## src/rtl/wino_f23_conv.sv

```systemverilog
// wino_f23_conv -- Winograd F(2,3) convolution engine for a 3-row sliding window.
//
// Each accepted 3x4 pixel window yields two adjacent outputs {y0, y1} of a
// 3x3 convolution. The kernel is pre-transformed when it is loaded. The data
// side runs one pipeline step per FSM state: capture, transform, multiply,
// reduce. Each window advances the upstream read pointer by two pixels. At the
// end of a line, two extra advances re-align the pointer to the next line.
//
// Parameters
//   W   line width in pixels (even, >= 4)
//   OW  signed width of each output pixel
// Ports
//   i_clk, i_rst   clock; synchronous active-high reset
//   i_win          3x4 unsigned 8-bit window; row r, pixel j at [(2-r)*32+(3-j)*8 +: 8]
//   i_win_valid    upstream holds at least three complete lines
//   o_rd_data      one-cycle pulse; advances the upstream read pointer by one
//   i_k_load       kernel load strobe (honoured only while idle)
//   i_k_data       3x3 signed 8-bit kernel; g[r][c] at [(8-3r-c)*8 +: 8]
//   o_data         {y0, y1}, held until accepted
//   o_valid        o_data valid
//   i_ready        downstream accept
//   o_row_last     qualifies o_valid; last output pair of a line
//   o_busy         engine is not idle
// Build option
//   WINO_RELU_EN   when defined, negative y0/y1 are clamped to zero
module wino_f23_conv #(
  parameter int W  = 512,
  parameter int OW = 20
) (
  input  logic            i_clk,
  input  logic            i_rst,
  input  logic [95:0]     i_win,
  input  logic            i_win_valid,
  output logic            o_rd_data,
  input  logic            i_k_load,
  input  logic [71:0]     i_k_data,
  output logic [2*OW-1:0] o_data,
  output logic            o_valid,
  input  logic            i_ready,
  output logic            o_row_last,
  output logic            o_busy
);

  localparam int CW = $clog2(W / 2);
  localparam int MW = 22;      // each of the three 20-bit products plus growth for their sum
  localparam int SW = MW + 2;  // room for the three-term output sum
  localparam logic [CW-1:0] LAST_WIN = CW'(W / 2 - 2);

  typedef enum logic [3:0] {
    IDLE, ADV0, ADV1, XFORM, MULT, SUM, OUT, SKIP0, SKIP1
  } state_t;

  state_t                state_q, state_d;
  logic [95:0]           win_q;
  logic signed [9:0]     v_q [3][4];
  logic signed [9:0]     v_d [3][4];
  logic signed [9:0]     u_q [3][4];
  logic signed [9:0]     u_d [3][4];
  logic signed [MW-1:0]  m_q [4];
  logic signed [MW-1:0]  m_d [4];
  logic [CW-1:0]         cnt_q;
  logic [2*OW-1:0]       data_q, data_d;
  logic signed [SW-1:0]  s0, s1, y0, y1;
  logic                  win_last, load_k, capture, xfer;

  // Pixel j of row r, zero-extended into the signed 10-bit transform domain.
  function automatic logic signed [9:0] px(input logic [95:0] w, input int r, input int j);
    return $signed({2'b00, w[(2-r)*32 + (3-j)*8 +: 8]});
  endfunction

  // Kernel tap g[r][c], sign-extended to 10 bits.
  function automatic logic signed [9:0] kg(input logic [71:0] k, input int r, input int c);
    logic [7:0] b;
    b = k[(8-3*r-c)*8 +: 8];
    return $signed({{2{b[7]}}, b});
  endfunction

  assign win_last = (cnt_q == LAST_WIN);
  assign xfer     = (state_q == OUT) && i_ready;

  // NOTE: every output of this block is given a default before the case so
  // that no path leaves a signal unassigned, which would infer a latch.
  always_comb begin
    state_d    = state_q;
    load_k     = 1'b0;
    capture    = 1'b0;
    o_valid    = 1'b0;
    o_rd_data  = 1'b0;
    o_row_last = 1'b0;
    o_busy     = 1'b1;
    case (state_q)
      IDLE: begin
        o_busy = 1'b0;
        // A kernel load takes priority: no window is captured in that cycle.
        if (i_k_load) begin
          load_k = 1'b1;
        end else if (i_win_valid) begin
          capture = 1'b1;
          state_d = ADV0;
        end
      end
      ADV0:  begin o_rd_data = 1'b1; state_d = ADV1;  end
      ADV1:  begin o_rd_data = 1'b1; state_d = XFORM; end
      XFORM: state_d = MULT;
      MULT:  state_d = SUM;
      SUM:   state_d = OUT;
      OUT: begin
        o_valid    = 1'b1;
        o_row_last = win_last;
        if (i_ready) state_d = win_last ? SKIP0 : IDLE;
      end
      SKIP0: begin o_rd_data = 1'b1; state_d = SKIP1; end
      SKIP1: begin o_rd_data = 1'b1; state_d = IDLE;  end
      default: state_d = IDLE;
    endcase
  end

  // Input transform of the captured window, and kernel transform (scaled by 2
  // so that it stays integer) applied to the incoming kernel at load time.
  always_comb begin
    for (int r = 0; r < 3; r++) begin
      u_d[r][0] = px(win_q, r, 0) - px(win_q, r, 2);
      u_d[r][1] = px(win_q, r, 1) + px(win_q, r, 2);
      u_d[r][2] = px(win_q, r, 2) - px(win_q, r, 1);
      u_d[r][3] = px(win_q, r, 1) - px(win_q, r, 3);
      v_d[r][0] = kg(i_k_data, r, 0) <<< 1;
      v_d[r][1] = kg(i_k_data, r, 0) + kg(i_k_data, r, 1) + kg(i_k_data, r, 2);
      v_d[r][2] = kg(i_k_data, r, 0) - kg(i_k_data, r, 1) + kg(i_k_data, r, 2);
      v_d[r][3] = kg(i_k_data, r, 2) <<< 1;
    end
  end

  // Element-wise products summed over the three rows.
  always_comb begin
    for (int k = 0; k < 4; k++) begin
      m_d[k] = '0;
      for (int r = 0; r < 3; r++) begin
        m_d[k] = m_d[k] + MW'(u_q[r][k]) * MW'(v_q[r][k]);
      end
    end
  end

  // Output transform. The kernel was scaled by 2, so both sums are even and
  // the arithmetic shift is exact.
  always_comb begin
    s0 = SW'(m_q[0]) + SW'(m_q[1]) + SW'(m_q[2]);
    s1 = SW'(m_q[1]) - SW'(m_q[2]) - SW'(m_q[3]);
    y0 = s0 >>> 1;
    y1 = s1 >>> 1;
`ifdef WINO_RELU_EN
    if (y0[SW-1]) y0 = '0;
    if (y1[SW-1]) y1 = '0;
`endif
    data_d = {OW'(y0), OW'(y1)};
  end

  // NOTE: state is updated with non-blocking assignments, so every register
  // samples the values from before the edge, whatever the statement order.
  always_ff @(posedge i_clk) begin
    if (i_rst) begin
      // NOTE: the kernel, counter and output must read back as zero after
      // reset. The pipeline scratch arrays are cleared as well, so they never
      // hold stale or unknown data.
      state_q <= IDLE;
      win_q   <= '0;
      cnt_q   <= '0;
      data_q  <= '0;
      for (int r = 0; r < 3; r++) begin
        for (int k = 0; k < 4; k++) begin
          v_q[r][k] <= '0;
          u_q[r][k] <= '0;
        end
      end
      for (int k = 0; k < 4; k++) m_q[k] <= '0;
    end else begin
      state_q <= state_d;
      if (load_k)           v_q    <= v_d;
      if (capture)          win_q  <= i_win;
      if (state_q == XFORM) u_q    <= u_d;
      if (state_q == MULT)  m_q    <= m_d;
      if (state_q == SUM)   data_q <= data_d;
      if (xfer)             cnt_q  <= win_last ? '0 : cnt_q + CW'(1);
    end
  end

  assign o_data = data_q;

endmodule
```

## config.mk

```make
export PLATFORM = sky130hd
export DESIGN_NAME = wino_f23_conv
export DESIGN_NICKNAME = d
export VERILOG_FILES = /design/src/rtl/wino_f23_conv.sv
export SDC_FILE = /design/constraint.sdc
export NUM_CORES = 2
export LEC_CHECK = 0
export ABC_AREA = 1
export BUFFER_PORTS_ARGS = -buffer_cell sky130_fd_sc_hd__buf_2
export CORE_UTILIZATION = 35
export CTS_BUF_LIST = sky130_fd_sc_hd__clkbuf_8
export CTS_CLUSTER_DIAMETER = 150
export CTS_CLUSTER_SIZE = 12
export DETAILED_ROUTE_END_ITERATION = 10
export PLACE_DENSITY = 0.49
export SYNTH_ARGS = -nofsm -noshare
export SYNTH_HDL_FRONTEND = slang
export SYNTH_SLANG_ARGS = --single-unit
```

## constraint.sdc

```tcl
create_clock -name i_clk -period 7.04 [get_ports i_clk]
set_input_delay 0.352 -clock i_clk [delete_from_list [all_inputs] [get_ports i_clk]]
set_output_delay 0.352 -clock i_clk [all_outputs]
set_load 0.005 [all_outputs]
```

Word-level counts from Yosys, hierarchy flattened
Index checks and enable logic that the tools add are counted.
{"block": "word_totals", "rom_bits": 0, "out_inout_bits": 44, "mem_count": 0, "latch_bits": 0, "elab_cells": 112, "inputBits": 173, "regBits": 446, "ram_bits": 0}
{"block": "classes", "add_sub_neg": 37, "eq_ne": 12, "div_mod_pow": 0, "n_reduce_logical": 4, "bitwise_logic": 0, "n_lt_le_gt_ge": 0, "n_mux": 15, "shifts": 0, "mul": 12}
{"operator": "$sub A8 B8 Y9", "count": 12}
{"operator": "$mul A9 B8 Y17", "count": 6}
{"operator": "$add A9 B8 Y10", "count": 6}
{"operator": "$mul A10 B10 Y20", "count": 3}
{"operator": "$mul A9 B10 Y19", "count": 3}
{"operator": "$add A8 B8 Y9", "count": 6}
{"operator": "$add A19 B18 Y20", "count": 2}
{"operator": "$add A18 B18 Y19", "count": 2}
{"operator": "$pmux W4 S8", "count": 1}
{"operator": "$add A20 B19 Y21", "count": 1}
{"operator": "$add A20 B20 Y21", "count": 1}
{"operator": "$add A20 B21 Y21", "count": 1}
{"operator": "$add A21 B20 Y21", "count": 1}
{"operator": "$add A21 B21 Y21", "count": 1}
{"operator": "$sub A21 B20 Y21", "count": 1}
{"operator": "$sub A21 B21 Y21", "count": 1}
{"operator": "$add A19 B19 Y20", "count": 1}
{"operator": "$eq A4 B3 Y1 const B", "count": 4}
{"operator": "$mux W4", "count": 3}
{"operator": "$mux W1", "count": 9}
{"operator": "$add A8 B1 Y8 const B", "count": 1}
{"operator": "$eq A4 B2 Y1 const B", "count": 2}
{"operator": "$eq A8 B8 Y1 const B", "count": 1}
{"operator": "$mux W8", "count": 1}
{"operator": "other kinds (8)", "count": 10}

Logic depth before layout (Yosys ltp)
{"block": "depth", "ltp_word": 4, "ltp_mapped": 36, "depth_no_buf": 35}

Worst setup path before layout
Ideal clock, no wire load.
{"block": "synth_path", "path_type": "register -> register", "start": "reg, netlist name u_q[100]", "end": "reg, netlist name m_q[42]", "setup_time_ns": 0.109, "t_arrival_ns": 6.295, "synth_period_minus_slack_ns": 6.404, "path_slack_ns": 0.636, "stages_incl_launch_ff": 31, "required_time_ns": 6.931, "n_path_buf": 2, "cell_sequence": "dfxtp_1 clkbuf_1 clkbuf_1 nand2_1 fa_1 inv_1 fa_1 inv_1 fa_1 inv_1 fa_1 inv_1 fa_1 inv_1 fa_1 fa_1 inv_1 fa_1 inv_1 ha_1 a21o_1 a21oi_1 nand2_1 nand2_1 nand2_1 nor2_1 inv_1 nand2_1 nand3_1 nand2_1 inv_1"}

Worst setup path in the final report
{"block": "layout_path", "start": "reg, netlist name v_q[48]", "end": "reg m_q[12] (netlist name)"}
{"block": "layout_between", "elab_chain_cells": 3}
{"item": "$mul A9 B8 Y17", "line_no": "138", "source": "m_d[k] = m_d[k] + MW'(u_q[r][k]) * MW'(v_q[r][k]);"}
{"item": "$add A18 B18 Y19", "line_no": "138"}
{"item": "$add A19 B18 Y20", "line_no": "138"}
{"item": "to (signal assigned)", "line_no": "180", "source": "if (state_q == MULT) m_q <= m_d;"}
{"item": "to (decl)", "line_no": "59", "source": "logic signed [MW-1:0] m_q [4];"}
Every way passes these cells.
A chain may end at the register's enable or synchronous reset.

==> metrics.txt <==
# TYPE chip_impl_metric gauge
chip_impl_metric{name="detail_route.iter0.violations",unit=""} 3367
chip_impl_metric{name="first_global_vias",unit=""} 55250
chip_impl_metric{name="worst_endpoint_required_time",unit="ps"} 7740
chip_impl_metric{name="num-fill-cells",unit=""} 20100
chip_impl_metric{name="post_synth_inst_count",unit=""} 8826
chip_impl_metric{name="timing.critical_path.fanout_max",unit=""} 10
chip_impl_metric{name="cp_num_buf_inv",unit=""} 7
chip_impl_info{name="critical_path_launch_point_type",value="flip-flop"} 1
chip_impl_metric{name="firstDrtPassIters",unit=""} 8
chip_impl_metric{name="synth-async-reset-ratio",unit="%"} 0
chip_impl_metric{name="slew_violations",unit=""} 0
chip_impl_metric{name="max_slew_margin",unit="%"} 28.36
chip_impl_metric{name="drv_cap",unit=""} 0
chip_impl_metric{name="globalplace.congestion",unit=""} 0.9718
chip_impl_metric{name="die_area",unit="mm2"} 0.1933
chip_impl_metric{name="max_clock_freq",unit="MHz"} 146.3
chip_impl_metric{name="finalWirelength",unit="um"} 231000
chip_impl_metric{name="power_density",unit="mW/mm2"} 114.1
chip_impl_info{name="worstSetupPathType",value="flip-flop to flip-flop"} 1
chip_impl_metric{name="setup-violations-final",unit=""} 0
chip_impl_metric{name="number_of_antenna_violations_at_the_first_check_in_global_routing",unit=""} 13
chip_impl_metric{name="finalHoldViolCount",unit=""} 0
chip_impl_metric{name="chipWidth",unit="um"} 439.7
chip_impl_metric{name="post_synth_num_cell_types",unit=""} 46
chip_impl_info{name="result_of_the_run",value="completed"} 1
chip_impl_metric{name="leakage",unit="nW"} 42.63
chip_impl_metric{name="finClkSkew",unit="ps"} 87.62
chip_impl_info{name="dominant_cells_by_area_after_synthesis",value="sky130_fd_sc_hd__fa_1 31%, sky130_fd_sc_hd__inv_1 14%, sky130_fd_sc_hd__dfxtp_1 13%, sky130_fd_sc_hd__ha_1 12%, sky130_fd_sc_hd__nand2_1 8.3%"} 1
chip_impl_metric{name="htree_levels",unit=""} 2
chip_impl_info{name="worstSetupEndpointType",value="flip-flop"} 1
chip_impl_metric{name="fin_nets",unit=""} 10910
chip_impl_info{name="cp_top_family",value="adder cells"} 1
chip_impl_info{name="library_cell_contributing_the_largest_single_delay_on_the_critical_path",value="sky130_fd_sc_hd__o21ai_0"} 1
chip_impl_metric{name="tritoncts_num_sinks",unit=""} 438
chip_impl_metric{name="area_of_all_placed_cells_without_fillers",unit="mm2"} 0.07314
chip_impl_metric{name="setup_total_negative_slack",unit="ps"} 0
chip_impl_info{name="postSynth.topFlopCell",value="sky130_fd_sc_hd__dfxtp_1"} 1
chip_impl_metric{name="number_of_enable_flip_flop_cells_after_synthesis",unit=""} 0
chip_impl_metric{name="synth.yosys.warnings",unit=""} 0
chip_impl_metric{name="cts_setup_buffers",unit=""} 0
chip_impl_metric{name="clockBufferDepth",unit=""} 3
chip_impl_metric{name="port_buffers",unit=""} 216
chip_impl_metric{name="synth_largest_type_area_fraction",unit="%"} 31.32
chip_impl_metric{name="fp-row-count",unit=""} 160
chip_impl_metric{name="max_stage_delay",unit="ps"} 570
chip_impl_info{name="rsz_0062_raised_after_global_routing",value="false"} 1
chip_impl_metric{name="layout_min_cycle_time",unit="ps"} 6835
chip_impl_metric{name="clock_latency",unit="ps"} 830
chip_impl_metric{name="worst-slew-pin-transition",unit="ps"} 1063
chip_impl_metric{name="remaining_drc_errors",unit=""} 0
chip_impl_metric{name="num_io_pins",unit=""} 217
chip_impl_info{name="tritoncts_clock_tree",value="done"} 1
chip_impl_metric{name="globalRouteOverflowTotal",unit=""} 0
chip_impl_metric{name="synthesis_to_layout_area_growth",unit="%"} 9.082
chip_impl_metric{name="clkTransAtPathRegs",unit="ps"} 110
chip_impl_metric{name="syn-cell-area",unit="mm2"} 0.06705
chip_impl_metric{name="core_region",unit="mm2"} 0.1902
chip_impl_info{name="post-synth-top-area-cell",value="sky130_fd_sc_hd__fa_1"} 1
chip_impl_metric{name="ys_seq_elements",unit=""} 438
chip_impl_metric{name="layout_worst_path_cycle_share",unit="%"} 97.09
chip_impl_metric{name="drt.antenna.violating_nets",unit=""} 0
chip_impl_info{name="top_cells_by_instance_count_after_synthesis",value="2487 x sky130_fd_sc_hd__inv_1, 1475 x sky130_fd_sc_hd__nand2_1, 1049 x sky130_fd_sc_hd__fa_1"} 1
chip_impl_metric{name="vdd_drop_max",unit="mV"} 0.1195
chip_impl_metric{name="starting_density",unit="%"} 35.26
chip_impl_metric{name="synth_sequential_area_ratio",unit="%"} 13.08
chip_impl_metric{name="drive_above_1_share",unit="%"} 5.281
chip_impl_metric{name="gr-usage-all-layers",unit="%"} 24.14
chip_impl_metric{name="finalHoldWorstSlack",unit="ps"} 32.25
chip_impl_metric{name="post_dp_cell_area",unit="mm2"} 0.07116
chip_impl_metric{name="avgViaCountPerCell",unit=""} 4.727
chip_impl_info{name="hold_class",value="input port to flip-flop"} 1
chip_impl_metric{name="arrival",unit="ps"} 7540
chip_impl_metric{name="global_route_wire_length_before_repair",unit="um"} 349200
chip_impl_info{name="critPathMostFrequentCell",value="sky130_fd_sc_hd__inv_1"} 1
chip_impl_metric{name="fp.dieH",unit="um"} 439.7
chip_impl_metric{name="detailedPlacementHpwl",unit="um"} 197300
chip_impl_metric{name="cts_buffers",unit=""} 44
chip_impl_metric{name="grt_max_degree",unit=""} 132
chip_impl_metric{name="num_vias",unit=""} 54590
chip_impl_info{name="post-synth-top-count-cell",value="sky130_fd_sc_hd__inv_1"} 1
chip_impl_metric{name="syn_avg_cell_area",unit="um2"} 7.597
chip_impl_metric{name="syn_nets",unit=""} 10720
chip_impl_metric{name="average_wire_length_per_cell_after_detail_routing",unit="um"} 20.00
chip_impl_info{name="cts-root-buf",value="sky130_fd_sc_hd__clkbuf_8"} 1
## power by group
| part | switching, W | internal (W) | total [W] |
|---|---|---|---|
| clock | 0.00113 | 0.000588 | 0.00172 |
| sequential | 0.000286 | 0.00261 | 0.00289 |
| combinational | 0.00247 | 0.00127 | 0.00373 |
| total | 0.00389 | 0.00446 | 0.00835 |
## placed cells by master, fill, tap and decap left out, types with 15 or more instances in the layout
| cell | n |
|---|---|
| sky130_fd_sc_hd__xor2_1 | 185 |
| sky130_fd_sc_hd__fa_1 | 1049 |
| sky130_fd_sc_hd__nor3_1 | 40 |
| sky130_fd_sc_hd__dfxtp_1 | 436 |
| sky130_fd_sc_hd__xnor2_1 | 71 |
| sky130_fd_sc_hd__nor2_1 | 520 |
| sky130_fd_sc_hd__ha_1 | 668 |
| sky130_fd_sc_hd__clkbuf_8 | 45 |
| sky130_fd_sc_hd__o21a_1 | 15 |
| sky130_fd_sc_hd__o21ai_0 | 520 |
| sky130_fd_sc_hd__buf_4 | 154 |
| sky130_fd_sc_hd__nand2_1 | 1475 |
| sky130_fd_sc_hd__inv_1 | 2490 |
| sky130_fd_sc_hd__buf_2 | 215 |
| sky130_fd_sc_hd__dlygate4sd3_1 | 127 |
| sky130_fd_sc_hd__nand3_1 | 199 |
| sky130_fd_sc_hd__o211ai_1 | 20 |
| sky130_fd_sc_hd__o21bai_1 | 20 |
| sky130_fd_sc_hd__or2_2 | 17 |
| sky130_fd_sc_hd__a21o_1 | 15 |
| sky130_fd_sc_hd__a21oi_1 | 563 |
| sky130_fd_sc_hd__nand4_1 | 44 |
## through the flow
stage               setup WS, ps  util [%]  power (W)  std cells
finish                     205.1     38.46   0.008348      11550
global route               20.55     38.46   0.008926      11550
CTS                        302.0     38.44   0.008442      11540
detailed placement         345.4     37.42   0.006604      11360
global placement           376.8     37.42   0.006605      11360
floorplan                  636.0         -   0.005058       8826
## repair_timing
action | CTS | global route
setup endpoints to repair | 0 | 1
hold buffers | 126 | 1
resized for setup | 0 | 2
endpoints found under the hold margin | 133 | 1
## cell type report
cell class	count	area, um2	share of cell area [%]
Multi-Input combinational cell	5530	47450	64.87
Inverter	2506	9419	12.88
Sequential cell	438	8771	11.99
Timing Repair Buffer	504	3655	4.997
Tap cell	2511	3142	4.296
Clock buffer	45	619.3	0.8468
Clock inverter	10	76.32	0.1044
Antenna cell	5	12.51	0.01711
## registers in the layout (all words and copies together) (netlist names)
signal and cells:
u_q 105, m_q 80, o_data 40, state_q 4
v_q 105, win_q 96, cnt_q 8
## path summary, 6_finish.rpt
| kind | startpoint | end | slack, ps | cells after the start |
|---|---|---|---|---|
| min reg2reg | win_q[6] | win_q[6] | 470 | 2 |
| max reg2reg | v_q[48] | m_q[12] | 210 | 26 |
| min | i_k_data[45] | v_q[76] | 30 | 3 |
| max | v_q[48] | m_q[12] | 210 | 26 |
## worst register-to-register path, cell delays in order, from the launching register on
cell and delay, ps:
sky130_fd_sc_hd__dfxtp_1 340, sky130_fd_sc_hd__clkinv_1 310, sky130_fd_sc_hd__or2_2 420, sky130_fd_sc_hd__fa_1 460, sky130_fd_sc_hd__fa_1 490, sky130_fd_sc_hd__inv_1 50
sky130_fd_sc_hd__fa_1 480, sky130_fd_sc_hd__inv_1 60, sky130_fd_sc_hd__fa_1 480, sky130_fd_sc_hd__inv_1 40, sky130_fd_sc_hd__ha_1 280, sky130_fd_sc_hd__inv_1 80
sky130_fd_sc_hd__o21ai_0 570, sky130_fd_sc_hd__a21oi_1 140, sky130_fd_sc_hd__o21ai_0 210, sky130_fd_sc_hd__xor2_1 340, sky130_fd_sc_hd__fa_1 480, sky130_fd_sc_hd__inv_1 80
sky130_fd_sc_hd__ha_1 280, sky130_fd_sc_hd__a21oi_1 360, sky130_fd_sc_hd__o21ai_0 220, sky130_fd_sc_hd__a21oi_1 160, sky130_fd_sc_hd__nand2_1 100, sky130_fd_sc_hd__nand2_1 70
sky130_fd_sc_hd__nand2_1 40, sky130_fd_sc_hd__o21ai_0 150, sky130_fd_sc_hd__inv_1 50
## metal layers
metal	vias up	part of all wire, %	track usage (%)
met5	-	0.029	0
met4	10	4.1	8.591
met3	218	4.1	2.557
met2	1171	48	40.97
met1	26740	44	31.69
li1	26460	-	-
## kinds of logic (layout without fill, tap and decap cells)
logic type	Yosys count	count (layout)	synth area share [%]
compound gates	1225	1225	9.674
buf+inv	2858	3065	16.18
other cells	0	5	0
xor+xnor	256	256	3.344
simple gates	2332	2332	13.94
flops	438	438	13.08
fa+ha+maj	1717	1717	43.79
(Power assumes the default switching activity.)
